--- config.mk ---
export PLATFORM = sky130hd
export DESIGN_NAME = addstep_bank
export DESIGN_NICKNAME = d
export VERILOG_FILES = /design/src/rtl/addstep_bank.sv
export SDC_FILE = /design/constraint.sdc
export NUM_CORES = 1
export LEC_CHECK = 0
export CAP_MARGIN = 40
export CORE_AREA = 2 2 66 68
export DETAILED_ROUTE_END_ITERATION = 12
export DIE_AREA = 0 0 68 70
export HOLD_SLACK_MARGIN = 0.06
export PLACE_DENSITY_LB_ADDON = 0.25
export SYNTH_ARGS = -nofsm -noshare
export SYNTH_HDL_FRONTEND = slang
export SYNTH_SLANG_ARGS = --single-unit
--- constraint.sdc ---
create_clock -name clk -period 5.7 [get_ports clk]
set_clock_uncertainty 0.1 [all_clocks]
set_input_delay 1.14 -clock clk [delete_from_list [all_inputs] [get_ports clk]]
set_output_delay 1.14 -clock clk [all_outputs]
set_load 0.1 [all_outputs]
--- src/rtl/addstep_bank.sv ---
// addstep_bank: multi-channel chip bank for the Indian-poker datapath.
// Each channel holds one player's WIDTH-bit chip count. IDLE accepts a
// level load (ld) or a rising edge on s, which adds or subtracts STEP on
// channel ch. A step finishes two edges after it is accepted.
//
// Ports:
//   clk, rst      rising-edge clock, synchronous active-high reset
//   b             load value for channel ch
//   ld            load strobe (level), acted on in IDLE only; beats an s edge
//   s, sub        step request (rising edge) and direction (1 = subtract)
//   ch            channel select, sampled with ld or the s edge
//   o             count of live channel ch (0 when ch is out of range)
//   t             sum of all channel counts
//   done          one-cycle completion pulse; sat/err are valid with it
//   sat           result clamped (or carry/borrow in the wrap build)
//   err           ch >= CHANNELS, nothing written
//
// Build option: define ADDSTEP_WRAP_EN to make results wrap modulo 2**WIDTH.
// In that build, sat reports the carry or borrow instead of a clamp.

module addstep_lane #(
  parameter int WIDTH = 8,
  parameter int INIT  = 0
) (
  input  logic             clk,
  input  logic             rst,
  input  logic             we,
  input  logic [WIDTH-1:0] d,
  output logic [WIDTH-1:0] q
);
  always_ff @(posedge clk) begin
    if (rst)     q <= WIDTH'(INIT);
    else if (we) q <= d;
  end
endmodule

module addstep_bank #(
  parameter int WIDTH    = 8,
  parameter int CHANNELS = 2,
  parameter int STEP     = 10,
  parameter int INIT     = 0,
  localparam int CW      = (CHANNELS > 1) ? $clog2(CHANNELS) : 1
) (
  input  logic                clk,
  input  logic                rst,
  input  logic [WIDTH-1:0]    b,
  input  logic                ld,
  input  logic                s,
  input  logic                sub,
  input  logic [CW-1:0]       ch,
  output logic [WIDTH-1:0]    o,
  output logic [WIDTH+CW-1:0] t,
  output logic                done,
  output logic                sat,
  output logic                err
);
  typedef enum logic [1:0] {IDLE, APPLY, ACK} state_t;

  localparam logic [WIDTH:0] STEP_W = (WIDTH+1)'(STEP);
  localparam logic [CW:0]    NCH    = (CW+1)'(CHANNELS);

  state_t                         state;
  logic                           s_d;
  logic [CW-1:0]                  ch_q;
  logic                           sub_q;
  logic [WIDTH-1:0]               res_q;
  logic                           sat_q, err_q;
  logic [CHANNELS-1:0][WIDTH-1:0] cnt;
  logic [CHANNELS-1:0]            we;
  logic [WIDTH-1:0]               wd;
  logic [WIDTH-1:0]               cur, nxt;
  logic [WIDTH:0]                 sum, dif;
  logic                           flow, s_edge, ch_bad, chq_bad;

  assign s_edge  = s & ~s_d;
  assign ch_bad  = {1'b0, ch}   >= NCH;
  assign chq_bad = {1'b0, ch_q} >= NCH;
  // Loads write straight from b; step results come from res_q in ACK.
  assign wd      = (state == ACK) ? res_q : b;

  for (genvar g = 0; g < CHANNELS; g++) begin : g_lane
    assign we[g] = (state == IDLE && ld && ch == CW'(g)) ||
                   (state == ACK && !err_q && ch_q == CW'(g));
    addstep_lane #(.WIDTH(WIDTH), .INIT(INIT)) u_lane (
      .clk (clk),
      .rst (rst),
      .we  (we[g]),
      .d   (wd),
      .q   (cnt[g])
    );
  end

  // Read muxes: o follows the live ch, cur follows the latched ch_q.
  always_comb begin
    o   = '0;
    cur = '0;
    t   = '0;
    for (int i = 0; i < CHANNELS; i++) begin
      if (ch == CW'(i))   o   = cnt[i];
      if (ch_q == CW'(i)) cur = cnt[i];
      t = t + (WIDTH+CW)'(cnt[i]);
    end
  end

  // One extra bit catches the add carry and the subtract borrow.
  always_comb begin
    sum  = {1'b0, cur} + STEP_W;
    dif  = {1'b0, cur} - STEP_W;
    flow = sub_q ? dif[WIDTH] : sum[WIDTH];
`ifdef ADDSTEP_WRAP_EN
    nxt  = sub_q ? dif[WIDTH-1:0] : sum[WIDTH-1:0];
`else
    if (sub_q) nxt = flow ? '0 : dif[WIDTH-1:0];
    else       nxt = flow ? '1 : sum[WIDTH-1:0];
`endif
  end

  always_ff @(posedge clk) begin
    if (rst) begin
      state <= IDLE;
      s_d   <= 1'b1;  // a held s is not an edge after reset
      ch_q  <= '0;
      sub_q <= 1'b0;
      res_q <= '0;
      sat_q <= 1'b0;
      err_q <= 1'b0;
      done  <= 1'b0;
      sat   <= 1'b0;
      err   <= 1'b0;
    end else begin
      s_d  <= s;
      done <= 1'b0;
      sat  <= 1'b0;
      err  <= 1'b0;
      case (state)
        IDLE: begin
          if (ld) begin
            done <= 1'b1;
            err  <= ch_bad;
          end else if (s_edge) begin
            ch_q  <= ch;
            sub_q <= sub;
            state <= APPLY;
          end
        end
        APPLY: begin
          res_q <= nxt;
          err_q <= chq_bad;
          sat_q <= flow & ~chq_bad;
          state <= ACK;
        end
        ACK: begin
          done  <= 1'b1;
          sat   <= sat_q;
          err   <= err_q;
          state <= IDLE;
        end
        default: state <= IDLE;
      endcase
    end
  end
endmodule

==> flow_metrics.py, run 1 <==
metrics = {
    "run_status": {
        "status": "finished, final reports clean",
    },
    "sta": {
        "slew_viol_final": 0,
        "tightest_slew_ns": 0.685,
        "setup_viol": 0,
        "fmax_ghz": 0.242,
        "period_share_pct": 72.5,
        "hold_violations": 0,
        "rsz0062_at_grt": "no",
        "fin_setup_tns_ns": 0,
        "maxSlewHeadroom_pct": 54.2,
        "finalCriticalPeriod_ns": 4.14,
    },
    "global_routing": {
        "gr-total-overflow": 0,
        "grtUsageTotal_pct": 22.1,
        "antenna_found_initial": 0,
        "grt_max_degree": 29,
        "grt_pass1_vias": 1729,
        "grt_pass1_wl_um": 8130,
    },
    "clock_network": {
        "clock_latency_ns": 0.28,
        "cts-resized-gates": 0,
        "ctsHoldBuffers": 0,
        "path_clk_slew_ns": 0.06,
        "cts_setup_buffers": 0,
        "cts_made_buffers": 5,
        "cts_tree": "built",
        "htreeDepth": 2,
        "cts-root-buf": "clkbuf_8",
        "cts.sinks": 32,
        "cts.path.max_buffers": 2,
    },
    "logic_synthesis": {
        "ys_types": 45,
        "syn_inst": 244,
        "synth_async_sr_flop_share_pct": 0,
        "ys_seq_area_share_pct": 30.1,
        "synth_fp_nets": 269,
        "avgSynthCellArea_um2": 8.72,
        "syn_area_um2": 2130,
        "ys_ff_latch": 32,
        "synthFlopType": "dfxtp_1",
        "yosysWarnings": 0,
        "synth_edf_count": 0,
    },
    "critical_path": {
        "worstSetupPathType": "flop to primary output",
        "required_ns": 4.46,
        "crit_path_end_kind": "primary output",
        "crit_buf_inv": 2,
        "arrival_ns": 2.90,
        "crit_path_start_kind": "flop",
        "crit_fanout": 4,
        "worst_path_max_delay_cell": "clkdlybuf4s50_1",
        "cp_common_cell": "a21o_1",
        "cp_top_family": "compound AO/OA/AOI/OAI gates",
        "slowest_delay_ns": 0.45,
        "crit_chain": "ha_1 -> fa_1 -> a21o_1 -> a21oi_1 -> o21ai_0 -> a21o_1 -> a21o_1 -> clkdlybuf4s50_1 -> buf_8",
    },
    "floorplanning": {
        "row_count": 24,
        "core_area_um2": 4140,
        "dieArea_um2": 4760,
        "die-height_um": 70,
        "initial_utilization_pct": 51.3,
        "ios": 34,
        "die_x_um": 68,
    },
    "final_layout": {
        "area_growth_pct": 28.3,
        "fin_nets": 309,
        "n_antenna_cell": 0,
        "final_util_pct": 65.9,
        "layout-drive-gt1-share_pct": 15.8,
    },
    "power_and_ir_drop": {
        "leakage_nw": 1.12,
        "p_per_area_nw_per_um2": 259,
        "peakVddDrop_mv": 0.178,
    },
    "hold_path": {
        "min_path_type": "flop to flop",
    },
    "place": {
        "portBuffers": 32,
        "place_congestion": 0.818,
        "dpl.hpwl_um": 3570,
    },
    "drt": {
        "via_per_inst": 5.55,
        "drcViolationCount": 0,
        "drt-pass1-iter-count": 4,
        "vias": 1871,
        "drtIter0Drc": 100,
        "drt-wirelength-per-cell_um": 14.0,
        "wirelength_um": 4730,
        "postRouteAntennaNets": 0,
    },
    "job": {
        "cap_violations": 0,
    },
}
-- worst reg2reg max path: stages, from the launching register on --
cell and delay [ns]:
dfxtp_1 0.31, buf_4 0.29, mux2i_1 0.32, inv_1 0.09
ha_1 0.22, o211ai_1 0.17, o21a_1 0.21, nor3_1 0.07
or3b_1 0.38, a211oi_2 0.18
-- layout by cell type (no fill, tap or decap), types with 4 or more instances in the layout --
cell type / instances
nor2_1: 39
dfxtp_1: 32
clkdlybuf4s50_1: 24
a211oi_1: 20
mux2i_1: 16
o21a_1: 10
ha_1: 10
buf_4: 10
buf_8: 10
a21oi_1: 9
nor3_1: 9
o21ai_0: 8
mux2_2: 8
inv_1: 6
xnor2_1: 6
clkbuf_8: 6
xor2_1: 5
a21o_1: 4
nand2_1: 4
nand3b_1: 4
nand2b_1: 4
nor3b_1: 4
-- metrics by stage --
step | std cells | instance area [um^2] | worst slack (ns) | power, mW | hold slack (ns)
6_report | 337 | 2730 | 1.56 | 0.706 | 0.384
5_1_grt | 337 | 2730 | 1.48 | 0.736 | 0.398
4_1_cts | 337 | 2730 | 1.55 | 0.708 | 0.389
3_5_place_dp | 329 | 2640 | 1.87 | 0.532 | 0.374
3_3_place_gp | 316 | 2430 | 1.59 | 0.492 | 0.369
2_1_floorplan | 244 | 2130 | 1.51 | 0.444 | 0.358
-- routing by layer --
metal | global-route usage, % | wire, um
met1 | 32.5 | 2400
met2 | 32.9 | 2120
met4 | 5.33 | 42
met3 | 4.35 | 170
met5 | 0 | 0
-- flip-flops by register name, summed over array words and instances, names as in the netlist --
register and count:
ch_q 1, state 2, sat_q 1, res_q 8
sub_q 1, sat 1, s_d 1, g_lane.u_lane.q 16
done 1
-- final cells by class --
cell class              count  area [um^2]
fillers                   359         1420
repair buffers             46          520
flip-flops and latches     32          641
clock buffers               8         90.1
inverters                   6         22.5
well taps                  52         65.1
multi-input cells         193         1390
-- final timing paths --
check | start | endpoint | slack [ns] | cells past startpoint
setup / recovery | g_lane[0].u_lane.q[0]$_SDFFE_PP0P_ | t[8] | 1.56 | 9
hold / removal | sat_q$_SDFFE_PP0N_ | sat$_SDFF_PP0_ | 0.38 | 1
setup reg to reg | ch_q$_SDFFE_PP0P_ | res_q[7]$_SDFFE_PP0N_ | 3.30 | 9
hold reg to reg | sat_q$_SDFFE_PP0N_ | sat$_SDFF_PP0_ | 0.38 | 1
-- cells by family after synthesis --
family,share of synthesized area [%]
muxes,12.4
xor gates and xnor gates,4.53
other,0.176
and+or+nand+nor,17.8
adders and majority gates,6.82
DFF,30.1
AOI/OAI and AO/OA,23.6
buffers and inverters,4.53
-- cells in the mapped netlist (all sizes together), types with 2 or more instances --
cell | instances | area (um^2)
or2 | 2 | 12.5
mux2 | 8 | 90.1
and3 | 2 | 12.5
o21bai | 3 | 22.5
clkbuf | 5 | 18.8
nor2 | 39 | 146
nor3b | 4 | 30.0
o21a | 10 | 75.1
a21o | 4 | 30.0
inv | 6 | 22.5
a211oi | 22 | 175
xor2 | 5 | 43.8
nand2 | 4 | 15.0
mux2i | 17 | 174
dfxtp | 32 | 641
nor3 | 9 | 45.0
ha | 10 | 125
o21ai | 9 | 45.0
o211ai | 2 | 15.0
nand2b | 5 | 38.8
buf | 8 | 55.1
nand3b | 4 | 30.0
nor2b | 3 | 18.8
a21oi | 11 | 62.6
nand3 | 3 | 15.0
xnor2 | 6 | 52.6
-- where the power goes --
part	internal, mW	switching (mW)	leakage (nW)
clock network	0.0984	0.0790	0.0455
registers	0.235	0.0164	0.262
logic	0.101	0.177	0.811
(Power assumes the default switching activity.)
==> run 2, diff against run 1 <==
- clock period: 5.7 -> 4.3 ns (I/O delays scaled with it)
==> run 2 against run 1 <==
  * Non-clock buffer count down 8
  * Power up 26%
  * Sequential power is 32% higher
  * Design area fell by 6.1%
  * Largest cell class unchanged
==> flow_metrics.py, run 2 (synthesized netlist as in run 1, its figures left out) <==
metrics = {
    "run_status": {
        "status": "finished, final reports clean",
    },
    "critical_path": {
        "crit_chain": "ha_1 -> fa_1 -> a21o_1 -> a21oi_1 -> o21ai_0 -> a21o_1 -> a21o_1 -> buf_4",
        "crit_path_end_kind": "primary output",
        "cp_common_cell": "a21o_1",
        "worstReg2RegStart": "ch_q$_SDFFE_PP0P_",
        "worstSetupPathType": "flop to primary output",
        "slowest_delay_ns": 0.41,
        "cp_top_family": "compound AO/OA/AOI/OAI gates",
        "arrival_ns": 2.49,
        "crit_fanout": 4,
        "worst_path_max_delay_cell": "fa_1",
        "crit_path_start_kind": "flop",
        "required_ns": 3.34,
        "reg2reg_depth": 9,
        "r2r_end": "res_q[7]$_SDFFE_PP0N_",
        "reg2reg_slack_ns": 1.86,
        "crit_buf_inv": 1,
    },
    "drt": {
        "vias": 1830,
        "drcViolationCount": 0,
        "via_per_inst": 5.56,
        "postRouteAntennaNets": 0,
        "drt-wirelength-per-cell_um": 13.9,
        "drtIter0Drc": 77,
        "wirelength_um": 4560,
        "drt-pass1-iter-count": 4,
    },
    "power_and_ir_drop": {
        "peakVddDrop_mv": 0.183,
        "combPwrFrac_pct": 36.1,
        "leakage_nw": 1.06,
        "p_total_mw": 0.888,
        "seqPwrFrac_pct": 37.4,
        "clkPwrFrac_pct": 26.5,
        "p_per_area_nw_per_um2": 346,
        "p_sw_mw": 0.351,
        "p_sw_share_pct": 39.6,
        "internal_power_mw": 0.536,
    },
    "hold_path": {
        "hold_start": "sat_q$_SDFFE_PP0N_",
        "min_path_type": "flop to flop",
        "min_to": "sat$_SDFF_PP0_",
        "hold_depth": 1,
    },
    "clock_network": {
        "cts-root-buf": "clkbuf_8",
        "path_clk_slew_ns": 0.06,
        "cts_setup_buffers": 0,
        "clock_latency_ns": 0.28,
        "ctsHoldBuffers": 0,
        "cts_made_buffers": 5,
        "cts.path.max_buffers": 2,
        "htreeDepth": 2,
        "cts_tree": "built",
        "cts-resized-gates": 0,
        "cts.sinks": 32,
    },
    "final_layout": {
        "instances_no_fill": 329,
        "largestRegisters": "g_lane.u_lane.q (16), res_q (8), state (2)",
        "n_antenna_cell": 0,
        "seqCellArea_um2": 641,
        "layout-drive-gt1-share_pct": 16.2,
        "fin_nets": 301,
        "design_area_um2": 2560,
        "layout_common_cells": "39 x nor2_1, 32 x dfxtp_1, 20 x a211oi_1",
        "multi_input_area_um2": 1390,
        "final_util_pct": 61.9,
        "largest_register_ffs": 16,
        "top_register": "g_lane.u_lane.q",
        "fillers": 381,
        "final_common_cell": "nor2_1",
        "area_growth_pct": 20.5,
    },
    "floorplanning": {
        "dieArea_um2": 4760,
        "die-height_um": 70,
        "row_count": 24,
        "initial_utilization_pct": 51.3,
        "die_x_um": 68,
        "ios": 34,
        "core_area_um2": 4140,
    },
    "place": {
        "placed_cell_area_um2": 2470,
        "dpl.hpwl_um": 3410,
        "portBuffers": 32,
        "placed_cells": 321,
        "place_congestion": 0.795,
    },
    "sta": {
        "finalCriticalPeriod_ns": 3.45,
        "period_share_pct": 80.3,
        "slew_viol_final": 0,
        "setup_viol": 0,
        "rsz0062_at_grt": "no",
        "fmax_ghz": 0.290,
        "fin_setup_tns_ns": 0,
        "tightest_slew_ns": 0.694,
        "maxSlewHeadroom_pct": 53.7,
        "hold_violations": 0,
    },
    "global_routing": {
        "gr-total-overflow": 0,
        "grt_pass1_wl_um": 7600,
        "grt_pass1_vias": 1689,
        "antenna_found_initial": 0,
        "grtUsageTotal_pct": 20.6,
        "grt_max_degree": 29,
    },
    "job": {
        "cap_violations": 0,
    },
}
run 2: routing by layer:
metal / part of all wire, % / track usage (%) / vias up
li1: - / - / 958
met1: 52 / 29.9 / 829
met2: 43 / 30.6 / 37
met3: 3.8 / 3.38 / 6
met4: 1.2 / 6.89 / 0
met5: 0 / 0 / -
run 2: area by class of cell:
type	instances	area share, %
multi-input cells	193	54.2
inverters	6	0.878
flip-flops and latches	32	25.0
repair buffers	38	13.9
clock buffers	8	3.51
well taps	52	2.54
run 2: through the flow:
step                      hold WS (ns)  setup WS, ns
final                            0.379         0.847
after global routing             0.401         0.703
after CTS                        0.381         0.843
after detailed placement         0.370          1.02
after global placement           0.370          1.06
after floorplan                  0.358         0.391
run 2: worst max path at each step:
stage | depth (start not counted) | slack (ns) | endpoint | startpoint
after floorplan | 6 | 0.39 | t[6] | g_lane[0].u_lane.q[0]$_SDFFE_PP0P_
after global placement | 3 | 1.06 | o[0] | ch
after detailed placement | 3 | 1.02 | o[6] | ch
after CTS | 8 | 0.84 | t[8] | g_lane[0].u_lane.q[0]$_SDFFE_PP0P_
after global routing | 8 | 0.70 | t[8] | g_lane[0].u_lane.q[0]$_SDFFE_PP0P_
final | 8 | 0.85 | t[8] | g_lane[0].u_lane.q[0]$_SDFFE_PP0P_
run 2: power by group through the flow:
stage	Sequential (mW)	Clock, mW	Combinational [mW]
after floorplan	0.336	0	0.252
after CTS	0.332	0.237	0.322
after global placement	0.338	0	0.310
after detailed placement	0.338	0	0.320
after global routing	0.335	0.247	0.341
final	0.332	0.235	0.321
